===== config.mk =====
export PLATFORM = sky130hd
export DESIGN_NAME = if_fetch_queue
export DESIGN_NICKNAME = d
export VERILOG_FILES = /design/src/rtl/mips_pkg.sv /design/src/rtl/fq_storage.sv /design/src/rtl/if_fetch_queue.sv
export SDC_FILE = /design/constraint.sdc
export NUM_CORES = 1
export LEC_CHECK = 0
export CAP_MARGIN = 20
export CORE_MARGIN = 3
export CORE_UTILIZATION = 57
export CTS_BUF_LIST = sky130_fd_sc_hd__clkbuf_4 sky130_fd_sc_hd__clkbuf_8
export CTS_CLUSTER_DIAMETER = 100
export DETAILED_ROUTE_END_ITERATION = 12
export PLACE_DENSITY = 0.93
export SLEW_MARGIN = 20
export SYNTH_ARGS = -nofsm -noshare
export SYNTH_HDL_FRONTEND = slang
export SYNTH_HIERARCHICAL = 1
export SYNTH_SLANG_ARGS = --single-unit

===== constraint.sdc =====
create_clock -name clk -period 7.03 [get_ports clk]
set_input_delay 1.7575 -clock clk [delete_from_list [all_inputs] [get_ports clk]]
set_output_delay 1.7575 -clock clk [all_outputs]
set_load 0.005 [all_outputs]

===== src/rtl/mips_pkg.sv =====
// Shared MIPS pipeline definitions: NOP encoding and fetch-queue entry layout.
// Entry layout: [63:32] PCNext, [31:0] instruction.
package mips_pkg;

    localparam logic [31:0] MIPS_NOP   = 32'h00000000;
    localparam int          FQ_ENTRY_W = 64;

    function automatic logic [FQ_ENTRY_W-1:0] fq_pack(
        input logic [31:0] pc_next,
        input logic [31:0] instr
    );
        return {pc_next, instr};
    endfunction

endpackage


===== src/rtl/fq_storage.sv =====
// Fetch-queue entry array: DEPTH x FQ_ENTRY_W, no reset.
// Ports: clk, i_we/i_waddr/i_wdata sync write; i_raddr -> o_rdata async read.
module fq_storage
    import mips_pkg::*;
#(
    parameter int DEPTH = 4,
    parameter int AW    = $clog2(DEPTH)
) (
    input  logic                  clk,
    input  logic                  i_we,
    input  logic [AW-1:0]         i_waddr,
    input  logic [FQ_ENTRY_W-1:0] i_wdata,
    input  logic [AW-1:0]         i_raddr,
    output logic [FQ_ENTRY_W-1:0] o_rdata
);

    logic [FQ_ENTRY_W-1:0] r_mem [DEPTH];

    always_ff @(posedge clk) begin
        if (i_we) begin
            r_mem[i_waddr] <= i_wdata;
        end
    end

    assign o_rdata = r_mem[i_raddr];

endmodule


===== src/rtl/if_fetch_queue.sv =====
// IF->ID decoupling queue: in-order {PCNext, instr} FIFO with flush.
// Ports: clk/nrst, i_IF_* in + o_IF_ctrl_Stall, o_ID_* out + i_ID_ctrl_Ready,
//        i_Q_ctrl_Flush, o_Q_data_Count occupancy.
module if_fetch_queue
    import mips_pkg::*;
#(
    parameter int  DEPTH = 4,
    localparam int AW    = $clog2(DEPTH)
) (
    input  logic        clk,
    input  logic        nrst,
    input  logic        i_IF_ctrl_Valid,
    input  logic [31:0] i_IF_data_PCNext,
    input  logic [31:0] i_IF_data_instruction,
    output logic        o_IF_ctrl_Stall,
    input  logic        i_ID_ctrl_Ready,
    output logic        o_ID_ctrl_Valid,
    output logic [31:0] o_ID_data_PCNext,
    output logic [31:0] o_ID_data_instruction,
    input  logic        i_Q_ctrl_Flush,
    output logic [AW:0] o_Q_data_Count
);

    localparam logic [AW:0] FULL_CNT = (AW+1)'(DEPTH);
    localparam logic [AW:0] ONE_CNT  = (AW+1)'(1);

    logic [AW-1:0]         r_wr_ptr;
    logic [AW-1:0]         r_rd_ptr;
    logic [AW:0]           r_count;

    logic                  w_full;
    logic                  w_empty;
    logic                  w_push;
    logic                  w_pop;
    logic [FQ_ENTRY_W-1:0] w_rdata;

    // Stall depends only on registered count, so a pop in the full
    // cycle does not open a same-cycle push slot.
    assign w_full  = (r_count == FULL_CNT);
    assign w_empty = (r_count == '0);
    assign w_push  = i_IF_ctrl_Valid & ~w_full & ~i_Q_ctrl_Flush;
    assign w_pop   = ~w_empty & i_ID_ctrl_Ready & ~i_Q_ctrl_Flush;

    fq_storage #(
        .DEPTH (DEPTH),
        .AW    (AW)
    ) u_storage (
        .clk     (clk),
        .i_we    (w_push),
        .i_waddr (r_wr_ptr),
        .i_wdata (fq_pack(i_IF_data_PCNext, i_IF_data_instruction)),
        .i_raddr (r_rd_ptr),
        .o_rdata (w_rdata)
    );

    always_ff @(posedge clk or negedge nrst) begin
        if (!nrst) begin
            r_wr_ptr <= '0;
            r_rd_ptr <= '0;
            r_count  <= '0;
        end else if (i_Q_ctrl_Flush) begin
            r_wr_ptr <= '0;
            r_rd_ptr <= '0;
            r_count  <= '0;
        end else begin
            if (w_push) begin
                r_wr_ptr <= r_wr_ptr + 1'b1;
            end
            if (w_pop) begin
                r_rd_ptr <= r_rd_ptr + 1'b1;
            end
            unique case ({w_push, w_pop})
                2'b10:   r_count <= r_count + ONE_CNT;
                2'b01:   r_count <= r_count - ONE_CNT;
                default: r_count <= r_count;
            endcase
        end
    end

    assign o_IF_ctrl_Stall       = w_full;
    assign o_ID_ctrl_Valid       = ~w_empty;
    assign o_ID_data_PCNext      = w_empty ? MIPS_NOP : w_rdata[63:32];
    assign o_ID_data_instruction = w_empty ? MIPS_NOP : w_rdata[31:0];
    assign o_Q_data_Count        = r_count;

endmodule


# Yosys cells after proc, flatten, opt, wreduce, memory -nomap -nowiden
# Memory sizes are Yosys's and may differ from the RTL's.
# Cells that the tools add are included.
dict set report totals {
  ram_bits 256
  output_inout_bits 69
  register_bits 7
  n_memories 1
  inputBits 69
  elab_cells 32
}
# memory depth word_bits read_ports rd_ports_with_merged_regs wr line
set mem_list {}
lappend mem_list {u_storage.r_mem 4 64 1 0 1 fq_storage.sv:17} ;# logic [FQ_ENTRY_W-1:0] r_mem [DEPTH];
dict set report classes {
  n_eq_ne 3
  n_reduce_logical 4
  muxes 10
  addsub 4
  bitwise 7
}
# cell count
set ops {}
lappend ops {{two-way mux 32 bit} 2}
lappend ops {{two-way mux 2 bit} 4}
lappend ops {{one-hot mux 3 bit (2 select lines)} 1}
lappend ops {{adder 2 x 1 -> 2 bit (second input constant)} 2}
lappend ops {{bitwise AND 1 bit} 4}
lappend ops {{nonzero test 2 bit} 2}
lappend ops {{adder 3 x 1 -> 3 bit (second input constant)} 1}
lappend ops {{== test 3 bit (second input constant)} 1}
lappend ops {{zero test 3 bit} 1}
lappend ops {{two-way mux 3 bit} 1}
lappend ops {{inverter 1 bit} 3}
lappend ops {{nonzero test 3 bit} 1}
lappend ops {{subtractor 3 x 1 -> 3 bit (second input constant)} 1}
lappend ops {{== test 2 x 1 -> 1 bit (second input constant)} 1}
lappend ops {{== test 2 bit (second input constant)} 1}
lappend ops {{two-way mux 1 bit} 2}

# Depth between registers and ports, before layout
# Gate-level depths: netlist (run 1).
dict set report depth {
  depth_word 7
  depth_mapped 10
  depth_no_buf 8
}

# Modules after synthesis
# The synthesis (run 1) kept the hierarchy.
# mod seq_area_each_um2 area_per_inst_um2 n_inst cells_each
set by_module_without_submodules {}
lappend by_module_without_submodules {fq_storage 7687.4 9341.5 1 338}
lappend by_module_without_submodules {if_fetch_queue 175.2 924.6 1 123}

# Worst setup path after synthesis (run 1)
# Ideal clock, no wire load.
dict set report synth_path {
  path_type {input -> register}
  start {input port i_IF_ctrl_Valid}
  end {memory u_storage.r_mem[0][0] (enable)}
  path_stages 4
  required_ns 6.452
  arrival_ns 6.877
  setup_slack_ns -0.426
  n_path_buf 1
  setup_time_ns 0.578
  cell_sequence {buf_2 -> nand2_1 -> nor2_1 -> nor3b_1}
}
dict set report synth_via {
  elab_chain_cells 4
}
# element line
set synth_lines {}
lappend synth_lines {{from (decl)} if_fetch_queue.sv:12} ;# input logic i_IF_ctrl_Valid,
lappend synth_lines {{bitwise AND 1 bit (2 in series)} if_fetch_queue.sv:41} ;# assign w_push = i_IF_ctrl_Valid & ~w_full & ~i_Q_ctrl_Flush;
lappend synth_lines {{net w_push} if_fetch_queue.sv:33} ;# logic w_push;
lappend synth_lines {{two-way mux 1 bit} fq_storage.sv:20} ;# if (i_we) begin
lappend synth_lines {{two-way mux 1 bit (implied by the code)} fq_storage.sv:21} ;# r_mem[i_waddr] <= i_wdata;
lappend synth_lines {{to (decl)} fq_storage.sv:17}
# The timed path passes the listed nets, and every way through them passes these cells.

# Final worst setup path (run 1)
dict set report layout_path {
  start {register r_rd_ptr[0]}
  end {output port o_ID_data_instruction[25]}
}
dict set report layout_via {
  elab_chain_cells 2
}
# element line
set layout_lines {}
lappend layout_lines {{from (decl)} if_fetch_queue.sv:28} ;# logic [AW-1:0] r_rd_ptr;
lappend layout_lines {{from (signal assigned)} if_fetch_queue.sv:70} ;# r_rd_ptr <= r_rd_ptr + 1'b1;
lappend layout_lines {{memory read (4 x 64 bit)} -}
lappend layout_lines {{net w_rdata[25]} if_fetch_queue.sv:35} ;# logic [FQ_ENTRY_W-1:0] w_rdata;
lappend layout_lines {{two-way mux 32 bit} if_fetch_queue.sv:83} ;# assign o_ID_data_instruction = w_empty ? MIPS_NOP : w_rdata[31:0];
lappend layout_lines {{to (decl)} if_fetch_queue.sv:19} ;# output logic [31:0] o_ID_data_instruction,
# The timed path passes the listed nets, and every way through them passes these cells.

==> results of run 1 <==
routing by layer:
metal  share of wire  wire (um)
met1            0.39       7672
met2            0.50       9923
met3           0.078       1529
met4           0.028        547
met5               0          0
worst max path at each step:
stage                     cells past startpoint                         to  slack, ns
after floorplan                               4      u_storage/r_mem[0][0]       1.88
after global placement                        4  o_ID_data_instruction[31]       2.49
after detailed placement                      5     u_storage/r_mem[0][36]       2.41
after CTS                                     4  o_ID_data_instruction[25]       1.85
after global routing                          5  o_ID_data_instruction[25]       1.99
final                                         5  o_ID_data_instruction[25]       2.21
area by class of cell:
class	count	area, um2	area share
Clock buffer	52	665.6	0.05286
Multi-Input combinational cell	172	2176	0.1728
Sequential cell	263	7868	0.6247
Timing Repair Buffer	143	1461	0.1160
Tap cell	225	281.5	0.02235
Inverter	1	3.754	0.0002981
Clock inverter	18	137.6	0.01093
flip-flops by register name (all words and copies together), names as in the netlist:
| signal | flops |
|---|---|
| u_storage/r_mem | 256 |
| r_rd_ptr | 2 |
| o_Q_data_Count | 3 |
| r_wr_ptr | 2 |
power groups by stage:
stage / Sequential, mW / Combinational, mW / Clock [mW]
6_report: 1.81 / 0.441 / 1.24
3_5_place_dp: 1.86 / 0.419 / 0
3_3_place_gp: 1.85 / 0.406 / 0
4_1_cts: 1.82 / 0.423 / 1.28
5_1_grt: 1.81 / 0.475 / 1.34
2_1_floorplan: 1.82 / 0.255 / 0
worst max-delay path: cells and delay by family (launching register included):
| family | cells | cell delay [ns] |
|---|---|---|
| AND/OR/NAND/NOR | 1 | 0.15 |
| buffers and inverters | 3 | 1.15 |
| flip-flops | 1 | 0.65 |
| multiplexers | 1 | 0.55 |
per-stage QoR:
| stage | instance area [um2] | power, mW |
|---|---|---|
| 5_1_grt | 12590 | 3.627 |
| 4_1_cts | 12550 | 3.524 |
| 2_1_floorplan | 10270 | 2.077 |
| 3_3_place_gp | 11720 | 2.256 |
| 6_report | 12590 | 3.488 |
| 3_5_place_dp | 11740 | 2.274 |
cell usage in the layout, fill, tap and decap left out, types with 2 or more instances in the layout:
cell type,n
clkinv_1,6
nand2_1,2
nor2b_1,3
mux4_2,60
nor2_1,7
clkinvlp_4,2
buf_12,2
nand3_1,2
clkbuf_8,44
o21ai_0,3
buf_4,3
clkinv_2,8
dfrtp_1,5
a21oi_1,4
and2_1,64
clkbuf_4,8
and3b_4,2
edfxtp_1,256
mux4_1,4
xor2_1,5
bufinv_16,2
clkdlybuf4s50_1,137
cells by family (layout without fill, tap and decap cells):
logic type,count (synthesis),in the layout
and+or+nand+nor,89,89
buffers and inverters,26,214
muxes,65,65
DFF,263,263
xor gates and xnor gates,6,6
AOI/OAI and AO/OA,11,11
adders and majority gates,1,1
==> results.md, run 1 <==
* Number of CTS-inserted buffers at 42
* Count leader, synth: edfxtp_1
* CORE AREA at 0.01748 mm2
* Num ports at 138
* Max frequency at 207.3 MHz
* Routed via count at 5060
* CP Class: reg2out
* Initial core utilization at 0.5874
* Mapped Cells at 461
* Clk slew on worst S/H paths at 0.06 ns
* Final worst slack at 2.207 ns
* # Post-CTS Setup Buffers at 0
* Pwr dens at 277.0 mW/mm2
* Mean post-synth cell area at 22.27 um2
* Vias in the first global route at 5568
* Library cells used by synthesis at 35
* Largest net degree at the start of global routing at 68
* Post_cts resized at 0
* Worst skew pair latency at 0.53 ns
* Hold crit path type: reg2reg
* RSZ-0062 raised after global routing: false
* Post-Place Worst Slack at 2.411 ns
* # DRC at 0
* Gr ovfl total at 0
* Worst hold stages at 2
* Critical path's slowest cell: dfrtp_4
* Fin crit period at 4.823 ns
* Root Buffer: clkbuf_8
* Clock power share at 0.356
* Combinational family with the most area after synthesis: multiplexers
* Fin. max-slew vios at 0
* Setup-failing EPs final at 0
* RR Endpoint: u_storage/r_mem[0][45]
* Max-cap violations at 0
* CP max stage delay at 0.65 ns
* Hold path startpoint: o_Q_data_Count[0]
* Sequential Power Share at 0.518
* Seq/Total Area, Yosys at 0.7659
* XOR/XNOR Fraction of Synth Area at 0.005119
* Setup slack, reg-to-reg at 4.16 ns
* Sw frac at 0.2173
* Row count at 48
* Mux cell area share after synthesis at 0.1428
* Leakage power at 4.036 nW
* Slew HR at 0.3145
* Routed len/inst at 22.51 um
* CTS tree: yes
* Critical path arrival at 3.07 ns
* Synth top cells by count: 256 x edfxtp_1, 64 x and2_1, 60 x mux4_2
* Hold Fails Final Rpt at 0
* First-pass GRT wire length at 31020 um
* Ys Warns at 6
* Syn nets at 531
* Worst-case reg-to-reg path depth at 5
* Top FF cell, synth: edfxtp_1
* H-tree lvl count at 2
* Routed WL at 19670 um
* Skew final at 0.02132 ns
* Routed Antenna Nets at 0
* Busiest grt layer: met2
* Element type at the critical path start: flip-flop
* TritonRoute pass-1 iters at 5
* Post-Layout Cell Count at 874
* Worst-Margin Slew at 1.028 ns
* Crit Path Max Fanout at 36
* Top cells by area, synth: edfxtp_1 75%, mux4_2 13%, and2_1 3.9%
* Post-synth ARST share at 0.02662
* Setup TNS at 0 ns
* # clock sinks at 263
* CTS max path bufs at 3
* Post-Syn Area at 0.01027 mm2
* Critical Path Sink Type: output pin
* GR Layer Usage met3 at 0.05292
* Layout Utilization at 0.7206
* Required @ worst endpoint at 5.27 ns
* Overall routing resource usage at 0.2055
* WHS at 0.6797 ns
* Synth area leader: edfxtp_1
* RR Startpoint: o_Q_data_Count[2]
* IO Port Bufs at 137
* Die area at 0.01966 mm2
* Global placement routability congestion at 0.7490
* Switching pwr at 0.7579 mW
* Critical path launch point: r_rd_ptr[0]
* Initial antenna violation count at 0
* Met2 GRT Util at 0.3332
* Post-synth EDFFs at 256
* Pint at 2.731 mW
* Post-synth top area share at 0.7488
* GR Layer Usage met1 at 0.2746
* Iteration-0 DRC Markers at 328
* HPWL after detailed placement at 11350 um
* Post-cts hold buffer count at 0
* Post-synthesis register bit count at 263
* Diodes inserted at 0
* Tcrit/Tclk final at 0.6861
* Share of layout cells above drive strength 1 at 0.2142
* Placed cells at 802
* Die Wd at 140.2 um
* P&R area growth vs syn at 22.67%
* # fillers at 1003
* Max rail drop VDD at 239.5 uV
* Synth Area in Compound Gates at 0.006216
* Die height at 140.2 um
* Part of the power in combinational logic at 0.126
* Final-stage net count at 693
* Status: finished, final reports clean
* Via/cell ratio at 5.789
* Synth Area in Simple Gates at 0.05350
* Hold Path End: o_Q_data_Count[0]
* CP Cell Sequence: buf_16 > buf_4 > mux4_2 > and2_1 > clkdlybuf4s50_1
* Post-Synth Adder-Cell Area at 0.001950
Note: power is estimated with default switching activity, not from simulation.
==> inputs of run 2 (changes only) <==
- CORE_UTILIZATION: 57 -> 51
- PLACE_DENSITY: 0.93 -> 0.89
- clock period: 7.03 -> 4.2 ns (I/O delays scaled with it)
==> run 2 against run 1 <==
  * Global-route usage fell by 2.4 points
  * Clock skew is 0.0088 ns lower
  * Die area increased by 11%
  * Cell count is 6.3% higher
  * Core utilization down 6.9 points
  * Via count shrank 1.7%
  * Largest cell class unchanged
  * Non-clock buffer count increased by 8
  * Clock power up 73%
  * Critical path depth fell by 1
  * Setup slack worse by 1.9 ns
==> results.md, run 2 (synthesized netlist as in run 1, its figures left out) <==
* Final worst slack at 0.3467 ns
* Final-stage net count at 701
* Worst-Margin Slew at 0.6551 ns
* Tcrit/Tclk final at 0.9174
* Critical Path Sink Type: output pin
* Post-layout instance area at 0.01276 mm2
* Initial antenna violation count at 0
* Root Buffer: clkbuf_8
* CTS tree: yes
* Commonest non-fill, non-tap cell in the layout: edfxtp_1
* RR Startpoint: o_Q_data_Count[0]
* # Post-CTS Setup Buffers at 0
* Largest Register: u_storage/r_mem
* Hold Path End: r_wr_ptr[1]
* TritonRoute pass-1 iters at 4
* Hold crit path type: reg2reg
* Num ports at 138
* Die Wd at 147.9 um
* Setup slack, reg-to-reg at 1.55 ns
* Setup-failing EPs final at 0
* Initial core utilization at 0.5240
* CTS max path bufs at 3
* Setup TNS at 0 ns
* First-pass GRT wire length at 30860 um
* IO Port Bufs at 137
* Skew final at 0.01253 ns
* Post_cts resized at 0
* P&R area growth vs syn at 24.28%
* Die height at 147.9 um
* Iteration-0 DRC Markers at 363
* Critical path launch point: r_rd_ptr[0]
* # clock sinks at 263
* Fin crit period at 3.853 ns
* Routed via count at 4973
* Vias in the first global route at 5506
* Crit Path Max Fanout at 30
* Slew HR at 0.5633
* Worst-case reg-to-reg path depth at 8
* Routed WL at 19520 um
* CP Class: reg2out
* Number of CTS-inserted buffers at 42
* RSZ-0062 raised after global routing: false
* Worst skew pair latency at 0.51 ns
* HPWL after detailed placement at 11900 um
* Leakage power at 4.106 nW
* Gr ovfl total at 0
* Hold path startpoint: r_wr_ptr[1]
* Overall routing resource usage at 0.1813
* Fin. max-slew vios at 0
* Diodes inserted at 0
* Critical path arrival at 2.80 ns
* # DRC at 0
* Most frequent cells in the layout: 256 x edfxtp_1, 137 x clkdlybuf4s50_1, 64 x and2_1
* Largest net degree at the start of global routing at 68
* Pwr dens at 462.5 mW/mm2
* Max reg flops at 256
* Hold Fails Final Rpt at 0
* Required @ worst endpoint at 3.15 ns
* Row count at 51
* Max frequency at 259.5 MHz
* Status: finished, final reports clean
* Met2 WL at 9682 um
* Routed Antenna Nets at 0
* Post-cts hold buffer count at 0
* CORE AREA at 0.01959 mm2
* Uppermost layer routed: met4
* Element type at the critical path start: flip-flop
* Max-cap violations at 0
* Worst hold stages at 2
* Via/cell ratio at 5.353
* H-tree lvl count at 2
* Routed len/inst at 21.01 um
* Post-Place Worst Slack at 0.8256 ns
* WHS at 0.7020 ns
* Share of layout cells above drive strength 1 at 0.2259
* Max rail drop VDD at 323.2 uV
* Global placement routability congestion at 0.7605
* Die area at 0.02187 mm2
* Clk slew on worst S/H paths at 0.06 ns
* DRT met1 WL at 8156 um
* RR Endpoint: o_Q_data_Count[1]
* Met3 WL at 1314 um
* Dpl cell area at 0.01191 mm2
run 2: cell types whose count changed in the layout (fill, tap and decap cells not counted), sizes merged:
cell / previous run / this run
clkbuf: 52 / 60
bufinv: 2 / 1
buf: 6 / 14
clkinv: 14 / 15
clkinvlp: 2 / 1
run 2: metal layers:
metal / track usage / up-vias
li1: - / 2223
met1: 0.2556 / 2547
met2: 0.2881 / 173
met3: 0.04414 / 30
met4: 0.05266 / 0
met5: 0 / -
run 2: through the flow:
step / cells / power, mW / util
final: 929 / 5.901 / 0.6513
after global routing: 929 / 6.152 / 0.6513
after CTS: 929 / 5.972 / 0.6513
after detailed placement: 852 / 3.822 / 0.6078
after global placement: 852 / 3.792 / 0.6078
after floorplan: 461 / 3.477 / -
run 2: final cells by class:
class,instances,area [um2]
clock buffer,60,750.7
clock inverter,17,100.1
fill,1308,6832
inverter,1,3.754
multi-input combinational,172,2176
sequential,263,7870
tap,265,331.6
timing repair buffer,151,1526
run 2: worst max-delay path by stage:
stage | cells past startpoint | to | slack (ns)
final | 4 | o_ID_data_instruction[14] | 0.35
after global routing | 4 | o_ID_data_PCNext[16] | 0.16
after CTS | 4 | o_ID_data_PCNext[10] | 0.27
after detailed placement | 5 | u_storage/r_mem[2][13] | 0.83
after global placement | 4 | o_ID_data_instruction[7] | 0.86
after floorplan | 4 | u_storage/r_mem[0][0] | 0.63
run 2: critical path, stage by stage (launching register included):
cell	delay, ns
dfrtp_4	0.82
buf_4	0.30
mux4_2	0.54
and2_1	0.16
clkdlybuf4s50_1	0.46
run 2: power by group:
| part | internal [mW] | switching, mW | leakage, nW | total (mW) |
|---|---|---|---|---|
| sequential | 2.97 | 0.0583 | 2.41 | 3.03 |
| combinational | 0.439 | 0.286 | 1.24 | 0.725 |
| clock | 1.21 | 0.932 | 0.450 | 2.14 |
